`src/rtl/usb_tg_pkg.sv`:
```
// rtl/usb_tg_pkg.sv - shared types, constants and byte-pattern helpers for the USB AXIS traffic generator
package usb_tg_pkg;

  typedef enum logic [1:0] {
    ST_IDLE = 2'd0,
    ST_SEND = 2'd1,
    ST_GAP  = 2'd2
  } tg_state_t;

  localparam int DEF_TDATA_WIDTH = 4;
  localparam int DEF_GAP_CYCLES  = 16;

  // Byte i of packet p carries (p + i) mod 256
  function automatic logic [7:0] pattern_byte(input logic [7:0] pkt, input logic [7:0] idx);
    return pkt + idx;
  endfunction

  // Lane mask with the low n bits set (n >= 64 gives all ones)
  function automatic logic [63:0] keep_from_rem(input logic [16:0] n);
    logic [63:0] m;
    m = '0;
    for (int j = 0; j < 64; j++) begin
      m[j] = (17'(j) < n);
    end
    return m;
  endfunction

endpackage

```
`src/rtl/usb_axis_checker.sv`:
```
// rtl/usb_axis_checker.sv - receive-side packet checker with rx/error counters and sticky error flag
module usb_axis_checker
  import usb_tg_pkg::*;
#(
  parameter int TDATA_WIDTH = DEF_TDATA_WIDTH,
  parameter int CNT_WIDTH   = 32
) (
  input  logic                     clk,
  input  logic                     rstn,
  input  logic                     clr,
  input  logic [15:0]              pkt_len,
  input  logic                     s_axis_tvalid,
  output logic                     s_axis_tready,
  input  logic [8*TDATA_WIDTH-1:0] s_axis_tdata,
  input  logic [TDATA_WIDTH-1:0]   s_axis_tkeep,
  input  logic [TDATA_WIDTH-1:0]   s_axis_tstrb,
  input  logic                     s_axis_tlast,
  output logic [CNT_WIDTH-1:0]     rx_pkt_cnt,
  output logic [CNT_WIDTH-1:0]     err_cnt,
  output logic                     err_flag
);

  logic [7:0]  exp_pkt;
  logic [15:0] exp_off;
  logic [6:0]  n_kept;
  logic [7:0]  n_err;
  logic        hole;
  logic        seen;
  logic        len_bad;
  logic        resync;
  logic [16:0] total;
  logic [CNT_WIDTH:0] err_sum;
  logic        hs;
  logic        unused_strb;

  assign unused_strb = ^s_axis_tstrb;
  assign hs = s_axis_tvalid && s_axis_tready;

  // Score one beat: lane mismatches, tkeep holes and packet-length violations
  always_comb begin
    n_kept = '0;
    n_err  = '0;
    hole   = 1'b0;
    seen   = 1'b0;
    for (int j = TDATA_WIDTH - 1; j >= 0; j--) begin
      if (s_axis_tkeep[j]) begin
        seen   = 1'b1;
        n_kept = n_kept + 7'd1;
        if (s_axis_tdata[8*j +: 8] != pattern_byte(exp_pkt, exp_off[7:0] + 8'(j))) begin
          n_err = n_err + 8'd1;
        end
      end else if (seen) begin
        hole = 1'b1;
      end
    end
    total   = {1'b0, exp_off} + 17'(n_kept);
    len_bad = s_axis_tlast ? (total != {1'b0, pkt_len}) : (total >= {1'b0, pkt_len});
    resync  = s_axis_tlast || len_bad;
    n_err   = n_err + 8'(hole) + 8'(len_bad);
    err_sum = {1'b0, err_cnt} + (CNT_WIDTH + 1)'(n_err);
  end

  // Track expected packet/byte position and update counters on each handshake
  always_ff @(posedge clk or negedge rstn) begin
    if (!rstn) begin
      s_axis_tready <= 1'b0;
      exp_pkt       <= '0;
      exp_off       <= '0;
      rx_pkt_cnt    <= '0;
      err_cnt       <= '0;
      err_flag      <= 1'b0;
    end else begin
      s_axis_tready <= 1'b1;
      if (clr) begin
        exp_pkt    <= '0;
        exp_off    <= '0;
        rx_pkt_cnt <= '0;
        err_cnt    <= '0;
        err_flag   <= 1'b0;
      end else if (hs) begin
        if (resync) begin
          exp_pkt <= exp_pkt + 8'd1;
          exp_off <= '0;
        end else begin
          exp_off <= total[15:0];
        end
        if (s_axis_tlast) begin
          rx_pkt_cnt <= rx_pkt_cnt + CNT_WIDTH'(1);
        end
        if (n_err != 8'd0) begin
          err_flag <= 1'b1;
          err_cnt  <= err_sum[CNT_WIDTH] ? '1 : err_sum[CNT_WIDTH-1:0];
        end
      end
    end
  end

endmodule

```
`src/rtl/usb_axis_traffic_gen.sv`:
```
// rtl/usb_axis_traffic_gen.sv - AXIS packet generator and checker top; optional USB_TG_LATENCY_EN adds lat_cycles
module usb_axis_traffic_gen
  import usb_tg_pkg::*;
#(
  parameter int TDATA_WIDTH = DEF_TDATA_WIDTH,
  parameter int GAP_CYCLES  = DEF_GAP_CYCLES,
  parameter int CNT_WIDTH   = 32
) (
  input  logic                     clk,
  input  logic                     rstn,
  input  logic                     start,
  input  logic                     stop,
  input  logic [15:0]              pkt_len,
  input  logic [15:0]              pkt_num,
  output logic                     m_axis_tvalid,
  input  logic                     m_axis_tready,
  output logic [8*TDATA_WIDTH-1:0] m_axis_tdata,
  output logic [TDATA_WIDTH-1:0]   m_axis_tkeep,
  output logic [TDATA_WIDTH-1:0]   m_axis_tstrb,
  output logic                     m_axis_tlast,
  input  logic                     s_axis_tvalid,
  output logic                     s_axis_tready,
  input  logic [8*TDATA_WIDTH-1:0] s_axis_tdata,
  input  logic [TDATA_WIDTH-1:0]   s_axis_tkeep,
  input  logic [TDATA_WIDTH-1:0]   s_axis_tstrb,
  input  logic                     s_axis_tlast,
  output logic                     busy,
  output logic [CNT_WIDTH-1:0]     tx_pkt_cnt,
  output logic [CNT_WIDTH-1:0]     rx_pkt_cnt,
  output logic [CNT_WIDTH-1:0]     err_cnt,
  output logic                     err_flag
`ifdef USB_TG_LATENCY_EN
  ,
  output logic [CNT_WIDTH-1:0]     lat_cycles
`endif
);

  localparam logic [16:0] W17 = 17'(TDATA_WIDTH);

  tg_state_t state;
  logic [15:0] len_q, num_q, pkt_idx, byte_off, gap_cnt;
  logic        stop_q;
  logic [15:0] len_eff, ld_pkt, ld_off, ld_len;
  logic [16:0] ld_rem;
  logic        ld_last;
  logic [TDATA_WIDTH-1:0]   ld_keep;
  logic [8*TDATA_WIDTH-1:0] ld_data;
  logic        clr;

  assign len_eff      = (pkt_len == 16'd0) ? 16'd1 : pkt_len;
  assign clr          = start && (state == ST_IDLE);
  assign busy         = (state != ST_IDLE);
  assign m_axis_tstrb = m_axis_tkeep;

  // Build the next beat to present: start of run, next beat, or start of next packet
  always_comb begin
    ld_pkt  = pkt_idx;
    ld_off  = byte_off + 16'(TDATA_WIDTH);
    ld_len  = len_q;
    ld_data = '0;
    if (state == ST_IDLE) begin
      ld_pkt = '0;
      ld_off = '0;
      ld_len = len_eff;
    end else if (state == ST_GAP) begin
      ld_off = '0;
    end else if (m_axis_tlast) begin
      ld_pkt = pkt_idx + 16'd1;
      ld_off = '0;
    end
    ld_rem  = {1'b0, ld_len} - {1'b0, ld_off};
    ld_last = (ld_rem <= W17);
    ld_keep = ld_last ? TDATA_WIDTH'(keep_from_rem(ld_rem)) : '1;
    for (int j = 0; j < TDATA_WIDTH; j++) begin
      ld_data[8*j +: 8] = ld_keep[j] ? pattern_byte(ld_pkt[7:0], ld_off[7:0] + 8'(j)) : 8'h00;
    end
  end

  // Generator FSM with registered stream outputs and tx packet counter
  always_ff @(posedge clk or negedge rstn) begin
    if (!rstn) begin
      state         <= ST_IDLE;
      m_axis_tvalid <= 1'b0;
      m_axis_tdata  <= '0;
      m_axis_tkeep  <= '0;
      m_axis_tlast  <= 1'b0;
      len_q         <= '0;
      num_q         <= '0;
      pkt_idx       <= '0;
      byte_off      <= '0;
      gap_cnt       <= '0;
      stop_q        <= 1'b0;
      tx_pkt_cnt    <= '0;
    end else begin
      case (state)
        ST_IDLE: begin
          stop_q <= 1'b0;
          if (start) begin
            state         <= ST_SEND;
            len_q         <= len_eff;
            num_q         <= pkt_num;
            tx_pkt_cnt    <= '0;
            m_axis_tvalid <= 1'b1;
            m_axis_tdata  <= ld_data;
            m_axis_tkeep  <= ld_keep;
            m_axis_tlast  <= ld_last;
            pkt_idx       <= ld_pkt;
            byte_off      <= ld_off;
          end
        end
        ST_SEND: begin
          if (stop) stop_q <= 1'b1;
          if (m_axis_tvalid && m_axis_tready) begin
            if (!m_axis_tlast) begin
              m_axis_tdata <= ld_data;
              m_axis_tkeep <= ld_keep;
              m_axis_tlast <= ld_last;
              byte_off     <= ld_off;
            end else begin
              tx_pkt_cnt <= tx_pkt_cnt + CNT_WIDTH'(1);
              pkt_idx    <= ld_pkt;
              byte_off   <= '0;
              if (stop_q || stop || ((num_q != 16'd0) && (ld_pkt == num_q))) begin
                state         <= ST_IDLE;
                m_axis_tvalid <= 1'b0;
                m_axis_tdata  <= '0;
                m_axis_tkeep  <= '0;
                m_axis_tlast  <= 1'b0;
              end else if (GAP_CYCLES == 0) begin
                m_axis_tdata <= ld_data;
                m_axis_tkeep <= ld_keep;
                m_axis_tlast <= ld_last;
              end else begin
                state         <= ST_GAP;
                m_axis_tvalid <= 1'b0;
                m_axis_tdata  <= '0;
                m_axis_tkeep  <= '0;
                m_axis_tlast  <= 1'b0;
                gap_cnt       <= 16'(GAP_CYCLES - 1);
              end
            end
          end
        end
        ST_GAP: begin
          if (stop) stop_q <= 1'b1;
          if (gap_cnt == 16'd0) begin
            state         <= ST_SEND;
            m_axis_tvalid <= 1'b1;
            m_axis_tdata  <= ld_data;
            m_axis_tkeep  <= ld_keep;
            m_axis_tlast  <= ld_last;
            byte_off      <= ld_off;
          end else begin
            gap_cnt <= gap_cnt - 16'd1;
          end
        end
        default: state <= ST_IDLE;
      endcase
    end
  end

  usb_axis_checker #(
    .TDATA_WIDTH (TDATA_WIDTH),
    .CNT_WIDTH   (CNT_WIDTH)
  ) u_checker (
    .clk           (clk),
    .rstn          (rstn),
    .clr           (clr),
    .pkt_len       (len_q),
    .s_axis_tvalid (s_axis_tvalid),
    .s_axis_tready (s_axis_tready),
    .s_axis_tdata  (s_axis_tdata),
    .s_axis_tkeep  (s_axis_tkeep),
    .s_axis_tstrb  (s_axis_tstrb),
    .s_axis_tlast  (s_axis_tlast),
    .rx_pkt_cnt    (rx_pkt_cnt),
    .err_cnt       (err_cnt),
    .err_flag      (err_flag)
  );

`ifdef USB_TG_LATENCY_EN
  logic lat_run, lat_done, first_tx, rx_hs;

  assign first_tx = (state == ST_SEND) && m_axis_tvalid && m_axis_tready &&
                    (pkt_idx == 16'd0) && (byte_off == 16'd0);
  assign rx_hs    = s_axis_tvalid && s_axis_tready;

  // Round-trip timer from first transmit beat of the run to first received beat
  always_ff @(posedge clk or negedge rstn) begin
    if (!rstn) begin
      lat_cycles <= '0;
      lat_run    <= 1'b0;
      lat_done   <= 1'b0;
    end else if (clr) begin
      lat_cycles <= '0;
      lat_run    <= 1'b0;
      lat_done   <= 1'b0;
    end else if (!lat_done) begin
      if (lat_run && (lat_cycles != '1)) lat_cycles <= lat_cycles + CNT_WIDTH'(1);
      if ((lat_run || first_tx) && rx_hs) begin
        lat_done <= 1'b1;
        lat_run  <= 1'b0;
      end else if (first_tx) begin
        lat_run <= 1'b1;
      end
    end
  end
`endif

endmodule

```
`config.mk`:
```
export PLATFORM = sky130hd
export DESIGN_NAME = usb_axis_traffic_gen
export DESIGN_NICKNAME = d
export VERILOG_FILES = /design/src/rtl/usb_tg_pkg.sv /design/src/rtl/usb_axis_checker.sv /design/src/rtl/usb_axis_traffic_gen.sv
export SDC_FILE = /design/constraint.sdc
export NUM_CORES = 1
export LEC_CHECK = 0
export CORE_UTILIZATION = 40
export DETAILED_ROUTE_END_ITERATION = 10
export HOLD_SLACK_MARGIN = 0.12
export SLEW_MARGIN = 20
export SYNTH_ARGS = -nofsm -noshare
export SYNTH_HDL_FRONTEND = slang
export SYNTH_HIERARCHICAL = 1
export SYNTH_SLANG_ARGS = --single-unit
```
`constraint.sdc`:
```
create_clock -name clk -period 14.6 [get_ports clk]
set_input_delay 4.38 -clock clk [delete_from_list [all_inputs] [get_ports clk]]
set_output_delay 4.38 -clock clk [all_outputs]
set_load 0.005 [all_outputs]
```
==> metrics.txt, run 1 <==
Clock Skew 25.8 ps; Worst setup SP type input pin; Leakage 9.04 nW; RSZ-0062 raised after global routing false; syn avg cell area 8.98 sq um; crit path from s_axis_tkeep[2]; Final nets 2312; largest net degree at the start of global routing 73; H-tree depth 1; post-synthesis xor/xnor area fraction 9.95%; post-CTS resize count 0; Synth Area in Simple Gates 19.6%; Hold Fails Final Rpt 0; first-pass GRT wire length 77.5 mm; Post-Syn Area 17600 sq um; root buf cell clkbuf_16; drt total wl 47.5 mm; Slew HR 32.5%; final antenna-violating net count 0; chip width 211 um; Setup TNS Final 0 ps; Area growth syn-to-layout 21.0%; largest family of logic cells by synthesized area simple AND/OR/NAND/NOR gates; worst-case clock buffer depth 3; row cnt 76; port bufs 215; Period Utilization, post-route 86.4%; Clock Sinks 243; post-synthesis cell type count 102; FF-to-FF Start u_checker/exp_off[1]$_DFFE_PN0P_; Max IR drop VDD 86.4 uV; CP endpoint kind flip-flop; core area 43200 sq um; DP HPWL 34.4 mm; Slowest-stage cell, CP clkdlybuf4s50_1; initial antenna violation count 2; placed instance count 2681; crit-path max cell delay 640 ps; Via-to-Cell Ratio 5.51; DRC viols 0; Pwr Density 99.9 nW/um^2; CP Class in2reg; DR iter-0 viols 975; gr usage total 21.1%; most common cell after layout, fill and taps aside dfrtp_1; Ports 220; CP max FO 9; worst min-delay path category reg2reg; Worst-path clk slew 60 ps; Gate Count Post-Synth 1955; via count 15098; # setup viols final 0; Slew Limit Fails 0; CTS tree done; Non-Filler Instances 2738; Compound-Gate Fraction of Synth Area 18.4%; Post-synth EDFFs 0; worst hold start m_axis_tdata[10]$_DFFE_PN0P_; mux contribution to synthesized area 3.79%; CTS Hold Bufs 0; die area 44700 sq um; Top FF cell, synth dfrtp_1; cts bufs inserted 30; number of global-route vias before repair 14703; Post-Synth Adder-Cell Area 8.39%; starting density of the core 40.7%; commonest non-fill, non-tap cells in the layout dfrtp_1, clkdlybuf4s50_1, nand2_1; Seq cells post-synth 243; Yosys warnings 6; total gr overflow 0; most used cell along the critical path o21ai_0; clk_lat worst skew 590 ps; Pre-antenna DRT Iters 10; register area share after synthesis 34.6%; WP data arrival 13120 ps; min Tclk post-route 12610 ps; DIE HEIGHT 211 um; routed wire length per instance 17.4 um; status completed; RePlAce Congestion 0.872; Worst EP required 15110 ps; MaxCap Viol Count 0; FMAX 0.0793 GHz; total setup buffers inserted after CTS 0; Post-Synthesis Net Count 2138; layout cell share with drive strength beyond 1 8.55%; asr flop ratio synth 100%; Filler cells 4137; Worst Max-Slew Pin Slew 1010 ps
## critical path, delay by kind of cell
kind	cells	cell delay [ps]
buffers and inverters	4	970
AND/OR/NAND/NOR	12	2520
AO/OA/AOI/OAI	12	2180
XOR/XNOR	2	390
adder cells (fa/ha/maj)	7	2650
## area by class of cell
class                   count  area, sq um  share of cell area [%]
inverters                 115          432                    2.03
clock inverters             9          195                   0.919
well taps                 585          732                    3.45
repair buffers            234         2320                    10.9
flip-flops and latches    243         6080                    28.6
clock buffers              46          901                    4.24
diodes                      1         2.50                  0.0118
multi-input cells        1505        10600                    49.8
## synth_stat cells, drive strengths merged, types with 7 or more instances
master	number	area [sq um]
a211oi	11	82.6
a21o	18	135
a21oi	103	553
a31oi	23	144
a32o	9	90.1
a32oi	23	201
and2	14	87.6
and3	41	259
and4	11	97.6
buf	35	262
clkbuf	57	214
dfrtp	243	6080
fa	20	400
ha	84	1050
inv	114	428
mux2	47	541
mux2i	12	124
nand2	187	702
nand2b	13	81.3
nand3	68	350
nand3b	9	67.6
nand4	38	238
nor2	152	578
nor2b	16	100
nor3	40	211
nor4	21	159
o2111ai	7	67.6
o211ai	8	60.1
o21a	11	82.6
o21ai	132	732
o21bai	8	60.1
o22a	28	245
o22ai	16	100
o31ai	19	176
or2	8	50.1
or3	26	163
or4	12	97.6
xnor2	109	970
xor2	81	709
## stage by stage
step	utilization (%)	setup slack [ps]	hold WS (ps)	instance area (sq um)	total power, mW
5_1_grt	49.2	1210	503	21200	2.23
3_3_place_gp	46.6	1490	469	20100	1.30
3_5_place_dp	46.6	1470	476	20100	1.31
2_1_floorplan	-	3270	458	17600	1.15
6_report	49.2	1990	488	21200	2.12
4_1_cts	49.1	2060	489	21200	2.15
## cells by family after synthesis
group,count (synthesis)
AOI/OAI and AO/OA,466
xor gates and xnor gates,193
adders and majority gates,106
buffers and inverters,207
DFF,243
muxes,59
other,2
and+or+nand+nor,679
## state kept, by name, indices dropped and copies added (netlist names), 8 cells and up
signal and flops:
m_axis_tdata 32, tx_pkt_cnt 32, u_checker/err_cnt 32, u_checker/rx_pkt_cnt 32
byte_off 16, gap_cnt 16, len_q 16, num_q 16
pkt_idx 16, u_checker/exp_off 16, u_checker/exp_pkt 8
## worst paths after layout
| path | endpoint | depth (start not counted) | slack [ps] |
|---|---|---|---|
| max | u_checker/err_cnt[11]$_DFFE_PN0P_ | 37 | 1990 |
| min | m_axis_tdata[10]$_DFFE_PN0P_ | 2 | 490 |
| max reg2reg | u_checker/err_cnt[11]$_DFFE_PN0P_ | 32 | 6340 |
| min reg2reg | m_axis_tdata[10]$_DFFE_PN0P_ | 2 | 490 |
| max in group asynchronous | m_axis_tdata[11]$_DFFE_PN0P_ | 3 | 8950 |
| min in group asynchronous | u_checker/err_cnt[6]$_DFFE_PN0P_ | 1 | 3710 |
## where the power goes
group	switching [mW]	internal (mW)	total, mW	leakage [nW]
Clock	0.307	0.512	0.819	0.536
Combinational	0.308	0.261	0.569	5.25
Sequential	0.0342	0.701	0.735	3.26
## routing by layer
layer | GRT usage, % | wire length [um]
met5 | 0 | 0
met4 | 6.22 | 1080
met3 | 2.88 | 2390
met2 | 33.3 | 21400
met1 | 30.0 | 22700
No activity file was read; power rests on OpenSTA's default activity.
==> run 2, diff against run 1 <==
Settings changed: ABC_AREA set to 1.
==> metrics.txt, run 2 <==
status completed; row cnt 78; routed wire length per instance 15.1 um; CTS tree done; post-synth top area share 32.9%; buffer and inverter count on the worst path 7; Slew Limit Fails 0; # setup viols final 0; starting density of the core 40.6%; DP HPWL 38.9 mm; Slew HR 27.7%; first-pass GRT wire length 85.8 mm; Pre-antenna DRT Iters 5; total gr overflow 0; Clock Skew 26.8 ps; worst min-delay path category reg2reg; chip width 217 um; final antenna-violating net count 0; Pwr Density 147 nW/um^2; Ports 220; RSZ-0062 raised after global routing false; clk_lat worst skew 590 ps; Seq cells post-synth 243; Clock Sinks 243; most common cell after layout, fill and taps aside nand2_1; Worst EP required 15110 ps; Post-Syn Area 18500 sq um; Synth top cells by count nand2_1, inv_1, dfrtp_1; Hold Fails Final Rpt 0; Setup TNS Final 0 ps; Top FF cell, synth dfrtp_1; via count 17604; commonest non-fill, non-tap cells in the layout nand2_1, inv_1, dfrtp_1; min Tclk post-route 11940 ps; Max IR drop VDD 104 uV; asr flop ratio synth 100%; Slowest-stage cell, CP clkdlybuf4s50_1; DR iter-0 viols 1018; post-synthesis cell type count 66; layout cell share with drive strength beyond 1 5.82%; Period Utilization, post-route 81.8%; RePlAce Congestion 0.905; Post-synth EDFFs 0; Top Family by Delay on Critical Path adder cells; Worst Max-Slew Pin Slew 1080 ps; initial antenna violation count 0; syn avg cell area 7.00 sq um; Switching Power 1.46 mW; placed instance area 21100 sq um; drt total wl 52.0 mm; Leakage 10.7 nW; register area share after synthesis 32.9%; Via-to-Cell Ratio 5.10; CP max FO 16; Synth area leader dfrtp_1; port bufs 215; CP Class in2reg; DIE HEIGHT 217 um; core area 45500 sq um; Yosys warnings 6; crit-path max cell delay 600 ps; Post-Synthesis Net Count 2825; Sw Ratio 44.8%; Gate Count Post-Synth 2642; MaxCap Viol Count 0; Gate power share 49.3%; FMAX 0.0838 GHz; top-count cell post-synth nand2_1; worst-case clock buffer depth 3; Clock power frac 23.8%; WP data arrival 12450 ps; die area 47100 sq um; CP endpoint kind flip-flop; root buf cell clkbuf_16; DRC viols 0; Area growth syn-to-layout 19.5%; H-tree depth 1; Internal 1.80 mW; post-CTS resize count 0; Worst setup SP type input pin; cts bufs inserted 31; Final nets 3011; most used cell along the critical path nand2_1; Design Area, Final 22100 sq um; total setup buffers inserted after CTS 0; Filler cells 4717; share of power burned in registers 26.9%; gr usage total 22.0%; Worst-path clk slew 60 ps; largest net degree at the start of global routing 107; cells taking the most area after synthesis dfrtp_1, nand2_1, inv_1; CTS Hold Bufs 0; number of global-route vias before repair 17104
[run 2: kinds of logic (layout without fill, tap and decap cells)]
logic type,after synthesis,count (layout),synth area share (%)
XOR/XNOR,113,113,5.36
AO/OA/AOI/OAI,321,321,9.88
buffers and inverters,481,689,10.5
AND/OR/NAND/NOR,1378,1378,33.5
flip-flops,243,243,32.9
other,2,3,0.0406
adder cells (fa/ha/maj),104,104,7.85
[run 2: per-stage QoR]
step | hold slack, ps | setup WS (ps) | total power [mW] | cells | util (%)
2_1_floorplan | 457 | 4110 | 2.06 | 2642 | -
3_3_place_gp | 456 | 2310 | 2.46 | 3395 | 46.3
3_5_place_dp | 465 | 2100 | 2.49 | 3395 | 46.3
4_1_cts | 481 | 2690 | 3.29 | 3450 | 48.6
5_1_grt | 496 | 1840 | 3.53 | 3450 | 48.6
6_report | 476 | 2660 | 3.26 | 3451 | 48.6
[run 2: worst paths after layout]
check | slack [ps] | endpoint | depth (start not counted) | startpoint
worst max-delay path | 2660 | u_checker/err_cnt[19]$_DFFE_PN0P_ | 42 | s_axis_tkeep[2]
worst min-delay path | 480 | u_checker/err_flag$_DFFE_PN0P_ | 2 | u_checker/err_flag$_DFFE_PN0P_
worst max register to register | 6800 | u_checker/err_cnt[19]$_DFFE_PN0P_ | 37 | u_checker/exp_pkt[2]$_DFFE_PN0P_
worst min register to register | 480 | u_checker/err_flag$_DFFE_PN0P_ | 2 | u_checker/err_flag$_DFFE_PN0P_
max in group asynchronous | 8710 | u_checker/err_cnt[4]$_DFFE_PN0P_ | 3 | rstn
min in group asynchronous | 3840 | tx_pkt_cnt[13]$_DFFE_PN0P_ | 1 | rstn
[run 2: cell type report]
type	count	area, sq um	area share (%)
clock inverter	13	155	0.702
clock buffer	42	857	3.88
multi-input combinational	1918	10500	47.4
timing repair buffer	224	2230	10.1
inverter	410	1540	6.98
antenna	1	2.50	0.0113
tap	600	751	3.40
sequential	243	6080	27.5
[run 2: power by group through the flow]
stage,logic [mW],registers [mW],clock network [mW]
6_report,1.61,0.874,0.776
3_5_place_dp,1.61,0.885,0
3_3_place_gp,1.58,0.883,0
2_1_floorplan,1.20,0.863,0
5_1_grt,1.82,0.889,0.825
4_1_cts,1.62,0.875,0.798
[run 2: per-layer routing]
layer	routed length, um	track usage [%]	share of wire, %
met1	24600	30.2	47
met2	23700	36.3	45
met3	2910	3.55	5.6
met4	863	5.05	1.7
met5	0	0	0
[run 2: worst reg2reg max path, delay by kind of cell, from the launching register on]
kind,cells,cell delay (ps)
buffers and inverters,7,810
flip-flops,1,460
adder cells (fa/ha/maj),7,2780
AND/OR/NAND/NOR,19,2740
XOR/XNOR,1,150
AO/OA/AOI/OAI,3,790
